## config.mk

```make
export PLATFORM = sky130hd
export DESIGN_NAME = traffic_lite_timed
export DESIGN_NICKNAME = d
export VERILOG_FILES = /design/src/rtl/traffic_lite_timed.sv
export SDC_FILE = /design/constraint.sdc
export NUM_CORES = 1
export LEC_CHECK = 0
export ABC_AREA = 1
export ABC_CLOCK_PERIOD_IN_PS = 2650
export BUFFER_PORTS_ARGS = -buffer_cell sky130_fd_sc_hd__buf_4
export CAP_MARGIN = 20
export CORE_ASPECT_RATIO = 0.7
export CORE_MARGIN = 10
export CORE_UTILIZATION = 40
export CTS_BUF_LIST = sky130_fd_sc_hd__clkbuf_16
export CTS_CLUSTER_DIAMETER = 50
export DETAILED_ROUTE_END_ITERATION = 8
export GPL_ROUTABILITY_DRIVEN = 0
export PLACE_DENSITY_LB_ADDON = 0.3
export SETUP_SLACK_MARGIN = 0.02
export SKIP_CTS_REPAIR_TIMING = 1
export SYNTH_ARGS = -nofsm -noshare
export SYNTH_HDL_FRONTEND = slang
export SYNTH_SLANG_ARGS = --single-unit
```

## constraint.sdc

```tcl
create_clock -name clock -period 2.65 [get_ports clock]
set_clock_uncertainty 0.2 [all_clocks]
set_input_delay 0.265 -clock clock [delete_from_list [all_inputs] [get_ports clock]]
set_output_delay 0.265 -clock clock [all_outputs]
set_load 0.05 [all_outputs]
```

## src/rtl/traffic_lite_timed.sv

```systemverilog
// traffic_lite_timed: two-way car-sensor intersection controller with
// minimum/maximum green timing, yellow and all-red clearance phases.
// Optional pedestrian walk phase is compiled in with `define TRAFFIC_PED_EN.
// Lamp encoding: 2'b00 red, 2'b01 yellow, 2'b10 green.

module traffic_lite_timed #(
`ifdef TRAFFIC_PED_EN
    parameter int WALK_T    = 3,
`endif
    parameter int GREEN_MIN = 4,
    parameter int GREEN_MAX = 12,
    parameter int YELLOW_T  = 2,
    parameter int ALLRED_T  = 1,
    parameter int CNT_W     = 8
) (
    input  logic             clock,
    input  logic             reset,
    input  logic             EWCar,
    input  logic             NSCar,
`ifdef TRAFFIC_PED_EN
    input  logic             ped_req,
`endif
    output logic [1:0]       EWLite,
    output logic [1:0]       NSLite,
`ifdef TRAFFIC_PED_EN
    output logic             walk,
`endif
    output logic [CNT_W-1:0] phase_t
);

    typedef enum logic [2:0] {
        EW_G,
        EW_Y,
        AR_NS,
        NS_G,
        NS_Y,
        AR_EW
`ifdef TRAFFIC_PED_EN
        ,
        WALK_NS,
        WALK_EW
`endif
    } state_t;

    localparam logic [1:0] LAMP_R = 2'b00;
    localparam logic [1:0] LAMP_Y = 2'b01;
    localparam logic [1:0] LAMP_G = 2'b10;

    localparam logic [CNT_W-1:0] GMIN_M1 = CNT_W'(GREEN_MIN - 1);
    localparam logic [CNT_W-1:0] GMAX_M1 = CNT_W'(GREEN_MAX - 1);
    localparam logic [CNT_W-1:0] YEL_M1  = CNT_W'(YELLOW_T - 1);
    localparam logic [CNT_W-1:0] AR_M1   = CNT_W'(ALLRED_T - 1);
`ifdef TRAFFIC_PED_EN
    localparam logic [CNT_W-1:0] WALK_M1 = CNT_W'(WALK_T - 1);
`endif

    state_t           state_q, state_d;
    logic [CNT_W-1:0] phase_q, phase_d;
    logic [1:0]       ew_lite_q, ew_lite_d;
    logic [1:0]       ns_lite_q, ns_lite_d;
    logic             req_ns, req_ew;
    logic             yel_to_walk;

`ifdef TRAFFIC_PED_EN
    logic ped_pend_q;
    logic walk_q;
    logic enter_walk;
`endif

    // Cross-traffic requests seen by each green (pending pedestrians count as both).
    always_comb begin
        req_ns      = NSCar;
        req_ew      = EWCar;
        yel_to_walk = 1'b0;
`ifdef TRAFFIC_PED_EN
        req_ns      = NSCar | ped_pend_q;
        req_ew      = EWCar | ped_pend_q;
        yel_to_walk = ped_pend_q;
`endif
    end

    // Next-state logic, phase timer and lamp decode of the next state.
    always_comb begin
        state_d = state_q;
        unique case (state_q)
            EW_G: if (phase_q >= GMIN_M1 && req_ns && (!EWCar || phase_q >= GMAX_M1))
                      state_d = EW_Y;
            NS_G: if (phase_q >= GMIN_M1 && req_ew && (!NSCar || phase_q >= GMAX_M1))
                      state_d = NS_Y;
`ifdef TRAFFIC_PED_EN
            EW_Y: if (phase_q == YEL_M1) state_d = yel_to_walk ? WALK_NS : AR_NS;
            NS_Y: if (phase_q == YEL_M1) state_d = yel_to_walk ? WALK_EW : AR_EW;
            WALK_NS: if (phase_q == WALK_M1) state_d = AR_NS;
            WALK_EW: if (phase_q == WALK_M1) state_d = AR_EW;
`else
            EW_Y: if (phase_q == YEL_M1 && !yel_to_walk) state_d = AR_NS;
            NS_Y: if (phase_q == YEL_M1 && !yel_to_walk) state_d = AR_EW;
`endif
            AR_NS: if (phase_q == AR_M1) state_d = NS_G;
            AR_EW: if (phase_q == AR_M1) state_d = EW_G;
            default: state_d = EW_G;
        endcase

        if (state_d != state_q)
            phase_d = '0;
        else if ((state_q == EW_G || state_q == NS_G) && phase_q == GMAX_M1)
            phase_d = phase_q;
        else
            phase_d = phase_q + CNT_W'(1);

        ew_lite_d = LAMP_R;
        ns_lite_d = LAMP_R;
        unique case (state_d)
            EW_G:    ew_lite_d = LAMP_G;
            EW_Y:    ew_lite_d = LAMP_Y;
            NS_G:    ns_lite_d = LAMP_G;
            NS_Y:    ns_lite_d = LAMP_Y;
            default: ;
        endcase
    end

`ifdef TRAFFIC_PED_EN
    assign enter_walk = (state_d == WALK_NS || state_d == WALK_EW) && (state_d != state_q);
`endif

    // State, timer and registered lamp outputs.
    always_ff @(posedge clock) begin
        if (reset) begin
            state_q   <= EW_G;
            phase_q   <= '0;
            ew_lite_q <= LAMP_G;
            ns_lite_q <= LAMP_R;
        end else begin
            state_q   <= state_d;
            phase_q   <= phase_d;
            ew_lite_q <= ew_lite_d;
            ns_lite_q <= ns_lite_d;
        end
    end

`ifdef TRAFFIC_PED_EN
    // Pedestrian request latch and registered walk lamp.
    always_ff @(posedge clock) begin
        if (reset) begin
            ped_pend_q <= 1'b0;
            walk_q     <= 1'b0;
        end else begin
            if (enter_walk)
                ped_pend_q <= 1'b0;
            else if (ped_req)
                ped_pend_q <= 1'b1;
            walk_q <= (state_d == WALK_NS || state_d == WALK_EW);
        end
    end

    assign walk = walk_q;
`endif

    assign EWLite  = ew_lite_q;
    assign NSLite  = ns_lite_q;
    assign phase_t = phase_q;

endmodule

```

; ---- After elaboration in Yosys (flattened, before gate mapping)
; Index checks and enable logic that the tools add are counted.
[totals]
regBits = 15
inputBits = 4
out_inout_bits = 12
wordCells = 41
[classes]
n_addsub = 1
magnitude_cmp = 2
eq_ne = 11
muxes = 9
n_reduce_logical = 14
[ops]
columns = operator, n
row1 = $mux W3, 6
row2 = $pmux W3 S6, 1
row3 = $eq A3 B2 Y1 const B, 3
row4 = $eq A3 B3 Y1 const B, 3
row5 = $add A8 B1 Y8 const B, 1
row6 = $eq A8 B1 Y1 const B, 1
row7 = $eq A8 B4 Y1 const B, 1
row8 = $ge A8 B2 Y1 const B, 1
row9 = $ge A8 B4 Y1 const B, 1
row10 = $logic_not A8 Y1, 1
row11 = $pmux W2 S2, 2
row12 = $eq A3 B1 Y1 const B, 2
row13 = $logic_not A3 Y1, 2
row14 = $logic_and A1 B1 Y1, 5
row15 = $logic_or A1 B1 Y1, 3
row16 = $ne A3 B3 Y1, 1
row17 = $logic_not A1 Y1, 2
row18 = $reduce_or A2 Y1, 1

; ---- Logic depth before layout (Yosys ltp)
; Gate-level depths: netlist of run 1.
[depth]
word_depth = 7
ltp_mapped = 12
ltp_nobuf = 12

; ---- Least setup slack after synthesis of run 1
; No wires, ideal clock.
[synth_timing]
kind = register -> register
start = reg phase_q[0], in the netlist phase_t[0]
end = reg phase_q[2], in the netlist phase_t[2]
setup_ns = 0.119
arrival_time_ns = 1.793
t_required_ns = 2.331
setup_slack_ns = 0.538
path_stages_with_launch = 13
synth_period_minus_slack_ns = 2.112
cell_sequence = dfxtp_1 > ha_1 > nand2_1 > nand2_1 > nor2_2 > nand2_2 > nand2_2 > nand2_4 > nand3_2 > nand2_2 > nand2_2 > nand2_4 > nor2_2
[synth_between]
elab_chain_cells = 7
word_cells_on_any_way = 22
cone_classes = add/sub (1) / order compare (2) / eq/ne (3) / mux (7) / reduce/logical (9)
[synth_rtl]
columns = item, line_no
row1 = "start, declared", 58  ; logic [CNT_W-1:0] phase_q, phase_d;
row2 = "start signal, assigned", 135  ; phase_q <= phase_d;
row3 = $ge A8 B2 Y1 / $ge A8 B4 Y1 (equally long branches), "86, 88"
row4 = "$logic_and A1 B1 Y1, or another cell as far along", 88  ; NS_G: if (phase_q >= GMIN_M1 && req_ew && (!NSCar || phase_q >= GMAX_M1))
row5 = "$logic_and A1 B1 Y1, on equally long branches", "88, 86"
row6 = "$mux W3, on equally long branches", "88, 86"
row7 = $pmux W3 S6, 85  ; unique case (state_q)
row8 = $ne A3 B3 Y1, 104  ; if (state_d != state_q)
row9 = $reduce_or A2 Y1 (no source line), -
; Several ways; a longest one is shown, not always the timed one.
; A chain may end at the register's enable or synchronous reset.

; ---- Worst setup path in the final report of run 1
; Same ends and word-level chain as after synthesis.

==> metrics, run 1 <==
status complete, no violations; Crit Path Max Fanout 8; Setup crit end kind register; Final WS setup 0.717 ns; pre-CTS setup slack between 0.7 and 0.8 ns; RSZ-0062 raised after global routing no; top_reg_cell synth dfxtp_1; area grow syn2layout 25.6%; hpwl dp ~1600 um; drt total wl around 2100 um; clk slew on worst S/H paths approximately 0.050 ns; CP Class register to register; Yosys top cell area share 31.9%; Distinct cells, synth 23; initial antenna violation count 0; yosys warns 0; IO Port Bufs 15; Slew @ Worst Pin 0.303 ns; MaxCap Viol Count 0; Total Die Area 0.00473 mm^2; Final period util 72.9%; Antenna Cells 0; post-synthesis sequential area ratio between 30% and 40%; CTS sink cnt 15; DR vias between 800 and 900; synthesized instance count 122; post-DR wirelength/cell 12.1 um; Arr. time, crit path 1.87 ns; ANT nets after route 0; syn_area_per_cell 7.72 um^2; post-synthesis async set-or-reset flop share 0%; Clk Latency, worst-skew pair 0.25 ns; root buffer selected by CTS clkbuf_16; leakage power 0.572 nW; Crit path required time approximately 2.6 ns; crit-path max cell delay slightly above 0.4 ns; fin crit period 1.93 ns; power share of the combinational group between 20% and 30%; Final Slew Violations 0; Synthesized Nets 129; CTS tree yes; # IOs 16; CP Cell Sequence inv_1 -> ha_1 -> nand2_1 -> nor2_1 -> nand2_1 -> nand2_1 -> nor2_2 -> nand3_2 -> nand2_2 -> nand2_2 -> nand2_4 -> nor2_2; most frequent cell after synthesis nand2_1; global-route wire length before repair 3510 um; Std-Cell Core Area 0.00219 mm^2; Max transition margin roughly 80%; Worst path most repeated cell nand2_1; Final setup viols 0; Clock Power Share 38.2%; CTS Buffer Depth 2; Detailed Route Iter0 Violations 35; cts bufs inserted 3; Mapped Area 942 um^2; CTS H-tree depth 1; vias per cell 4.60; row count 14; Sw Share between 30% and 40%; setup TNS 0 ns; Crit-path slowest cell dfxtp_1; final hold vios 0; Synth area leaders dfxtp_1, nand2_1, nor2_2, nor2_4, inv_1; pin count of the biggest net entering global routing 9; EDFF count, synth 0; area leader, netlist dfxtp_1; share of total power in sequential cells between 30% and 40%; worst hold path type input pin to register; switching power 0.265 mW; nets 150; Synth Register Bits 15; Pint 0.514 mW; total global-route track usage 9.31%; layout cells sized above 1 39.4%; Die Wd 78.0 um; grt ovf 0; CP startpoint kind register; initial core utilization between 40% and 50%; DRC viols 0; top cells by count, synth nand2_1, dfxtp_1, inv_1; maximum VDD drop 0.414 mV; vias in the first global route approximately 760; DR pass1 iterations 4; P per Cell Area 658 mW/mm^2; Fmax 517 MHz; Fillers around 220; Die H 60.6 um
-- sequential cells by signal (all words and copies together), names as in the netlist --
signal	count
phase_t	8
NSLite	2
state_q	3
EWLite	2
-- cell usage in the layout (no fill, tap or decap), drive strengths merged --
| cell type | synthesis | final |
|---|---|---|
| nand2 | 29 | 29 |
| nor2 | 26 | 26 |
| inv | 17 | 18 |
| dfxtp | 15 | 15 |
| buf | 0 | 15 |
| nand3 | 9 | 9 |
| nor3 | 7 | 7 |
| a21oi | 3 | 3 |
| xor2 | 3 | 3 |
| xnor2 | 3 | 3 |
| ha | 3 | 3 |
| clkbuf | 0 | 3 |
| o21ai | 3 | 3 |
| o21bai | 1 | 1 |
| nand3b | 1 | 1 |
| nand4 | 1 | 1 |
| and3 | 1 | 1 |
| dlygate4sd3 | 0 | 1 |
-- final cells by class --
class | count | area [um^2] | share of cell area (%)
timing repair buffer | 16 | 123 | 10.4
multi-input combinational | 90 | 578 | 48.8
sequential | 15 | 300 | 25.4
tap | 32 | 40.0 | 3.38
clock inverter | 1 | 3.75 | 0.317
clock buffer | 3 | 75.1 | 6.34
inverter | 17 | 63.8 | 5.39
-- routing by layer --
metal  up-vias  part of all wire, %  track usage (%)
li1        424                    -                -
met1       361                   52             11.5
met2        12                   42             14.4
met3         4                  5.3             4.13
met4         0                 0.90             3.05
met5         -                    0                0
-- cells by family (layout without fill, tap and decap cells) --
group | after synthesis | after routing | share of synthesized area (%)
AO/OA/AOI/OAI | 7 | 7 | 3.98
XOR/XNOR | 6 | 6 | 5.58
adder cells (fa/ha/maj) | 3 | 3 | 3.98
buffers and inverters | 17 | 37 | 6.77
flip-flops | 15 | 15 | 31.9
AND/OR/NAND/NOR | 74 | 74 | 47.8
-- path summary, 6_finish.rpt --
path / startpoint / to / slack [ns] / cells after the start
worst min-delay path: NSCar / EWLite[0] / 0.28 / 6
worst max register to register: phase_t[0] / phase_t[2] / 0.72 / 12
worst min register to register: phase_t[7] / phase_t[7] / 0.43 / 2
worst max-delay path: phase_t[0] / phase_t[2] / 0.72 / 12
-- worst max-delay path: cells and delay by family (launching register included) --
family	cells	cell delay [ns]
simple gates	10	0.90
flops	1	0.41
buf+inv	1	0.10
fa+ha+maj	1	0.21
-- power by group through the flow --
stage | logic (mW) | registers [mW] | clock network (mW)
after floorplan | 0.122 | 0.307 | 0
after global placement | 0.212 | 0.263 | 0
after detailed placement | 0.218 | 0.264 | 0
after CTS | 0.221 | 0.260 | 0.300
after global routing | 0.242 | 0.262 | 0.309
final | 0.221 | 0.260 | 0.298
-- through the flow --
stage / instance area [um^2] / hold WS (ns) / power (mW) / utilization (%) / instances
6_report: 1180 / 0.284 / 0.779 / 54.1 / 174
5_1_grt: 1180 / 0.324 / 0.813 / 54.1 / 174
4_1_cts: 1170 / -0.00205 / 0.781 / 53.6 / 173
3_5_place_dp: 1090 / 0.256 / 0.483 / 50.0 / 169
3_3_place_gp: 1090 / 0.260 / 0.474 / 50.0 / 169
2_1_floorplan: 942 / 0.137 / 0.429 / - / 122
Note: power is estimated with default switching activity, not from simulation.
==> run 2: changes to the inputs <==
- ABC_CLOCK_PERIOD_IN_PS: 2650 -> 1730
- clock period: 2.65 -> 1.73 ns (I/O delays scaled with it)
==> metrics, run 2 (synthesis gave the netlist of run 1 again) <==
CTS tree yes; Max transition margin 81.6% (+1.8 points); CTS H-tree depth 1 (unchanged); nets 157 (+4.7%); leakage power 0.631 nW (+10%); MaxCap Viol Count 0 (unchanged); Crit-path slowest cell dfxtp_4; drt total wl 2220 um (+5.2%); vias in the first global route 761 (-0.26%); CTS sink cnt 15 (unchanged); IO Port Bufs 15 (unchanged); failing checks setup timing; Fmax 567 MHz (+9.7%); cts bufs inserted 3 (unchanged); Antenna Cells 0 (unchanged); Reg2Reg Capture Point phase_t[2]; Fillers 184 (-17%); Crit path buffers/inverters 1 (unchanged); RSZ-0062 raised after global routing yes; most frequent cells in the layout buf_4, nand2_1, inv_1, nand2_2, nor2_2; root buffer selected by CTS clkbuf_16; Crit path required time 1.67 ns (-0.92 ns); max FFs per register 8 (unchanged); CP Class register to register; crit-path max cell delay 0.37 ns (-0.04 ns); Final Slew Violations 0 (unchanged); final hold vios 0 (unchanged); DR pass1 iterations 4 (unchanged); Clk Latency, worst-skew pair 0.25 ns (about the same); hpwl dp 1630 um (+0.71%); layout cells sized above 1 59.1% (+20 points); worst r2r src phase_t[1]; worst hold path type input pin to register; grt ovf 0 (unchanged); post-DR wirelength/cell 12.3 um (+1.1%); crit path from phase_t[1]; setup TNS -0.185 ns (-0.185 ns); Crit Path Max Fanout 8 (unchanged); Die Wd 78.0 um (unchanged); Final period util 102% (+29 points); status finished, violations left; DRC viols 0 (unchanged); worst reg-to-reg path cell count 12 (unchanged); CTS Buffer Depth 2 (unchanged); CP Cell Sequence inv_4 -> ha_4 -> nand2_2 -> nor2_4 -> nand2_1 -> nand2_2 -> nor2_4 -> nand3_4 -> nand2_2 -> nand2_2 -> nand2_4 -> nor2_2; pre-CTS setup slack -0.0405 ns (-0.758 ns); initial core utilization 43.0% (unchanged); P per Cell Area 946 mW/mm^2 (+44%); ANT nets after route 0 (unchanged); clk slew on worst S/H paths 0.05 ns (about the same); maximum VDD drop 0.445 mV (+7.6%); DR vias 849 (+6.0%); Die H 60.6 um (unchanged); Register Area 317 um^2 (+5.4%); Critical path destination phase_t[2]; Final setup viols 8 (+8); area of the multi-input gates 671 um^2 (+16%); Final WS setup -0.0324 ns (-0.749 ns); Std-Cell Core Area 0.00219 mm^2 (unchanged); r2r setup slk -0.03 ns (-0.75 ns); Slew @ Worst Pin 0.275 ns (-0.0281 ns); total global-route track usage 9.38% (+0.077 points); crit-path leading delay family simple AND/OR/NAND/NOR gates; row count 14 (unchanged); vias per cell 4.69 (+1.9%); fin crit period 1.76 ns (-0.171 ns); Worst path most repeated cell nand2_2; Arr. time, crit path 1.70 ns (-0.17 ns); CP startpoint kind register; area grow syn2layout 43.3%; global-route wire length before repair 3460 um (-1.2%); Setup crit end kind register; # IOs 16 (unchanged); initial antenna violation count 0 (unchanged); commonest non-fill, non-tap cell in the layout buf_4; Detailed Route Iter0 Violations 64 (+83%); Critical Path Stages 12 (unchanged); pin count of the biggest net entering global routing 9 (unchanged); Total Die Area 0.00473 mm^2 (unchanged)
## run 2: final cells by class
type / instances / share of cell area, %
clock buffer: 3 / 5.56
clock inverter: 1 / 0.278
inverter: 17 / 5.10
sequential: 15 / 23.4
tap: 32 / 2.97
multi-input combinational: 90 / 49.7
timing repair buffer: 23 / 13.0
## run 2: where the power goes
group / total [mW] / switching [mW] / internal, mW
Clock: 0.455 / 0.148 / 0.307
Sequential: 0.420 / 0.0422 / 0.378
Combinational: 0.403 / 0.248 / 0.155
Total: 1.28 / 0.438 / 0.839
## run 2: tightest hold or removal path, stage by stage
cell and delay [ns]:
buf_4 0.12, nand2_2 0.08, nand3_2 0.10, nand2_1 0.09, nor3_1 0.05
## run 2: worst min-delay path by stage
| stage | depth (start not counted) | endpoint | slack [ns] | start |
|---|---|---|---|---|
| 5_1_grt | 5 | EWLite[0] | 0.22 | NSCar |
| 3_5_place_dp | 2 | NSLite[1] | 0.17 | reset |
| 4_1_cts | 2 | NSLite[1] | -0.09 | reset |
| 6_report | 5 | EWLite[0] | 0.21 | NSCar |
| 3_3_place_gp | 2 | NSLite[1] | 0.17 | reset |
| 2_1_floorplan | 1 | NSLite[1] | 0.04 | reset |
## run 2: metrics by stage
stage / util (%) / instance area [um^2] / cells / hold slack, ns / total power, mW
finish: 61.7 / 1350 / 181 / 0.209 / 1.28
global route: 61.7 / 1350 / 181 / 0.221 / 1.34
CTS: 58.1 / 1270 / 177 / -0.0950 / 1.26
detailed placement: 54.5 / 1190 / 173 / 0.165 / 0.797
global placement: 54.5 / 1190 / 173 / 0.167 / 0.793
floorplan: - / 1010 / 122 / 0.0448 / 0.707
## run 2: routing by layer
layer	track usage (%)	up-vias	part of all wire [%]
met5	0	-	0
met4	3.82	0	1.6
met3	4.28	4	6.1
met2	14.7	24	45
met1	11.1	386	47
li1	-	435	-
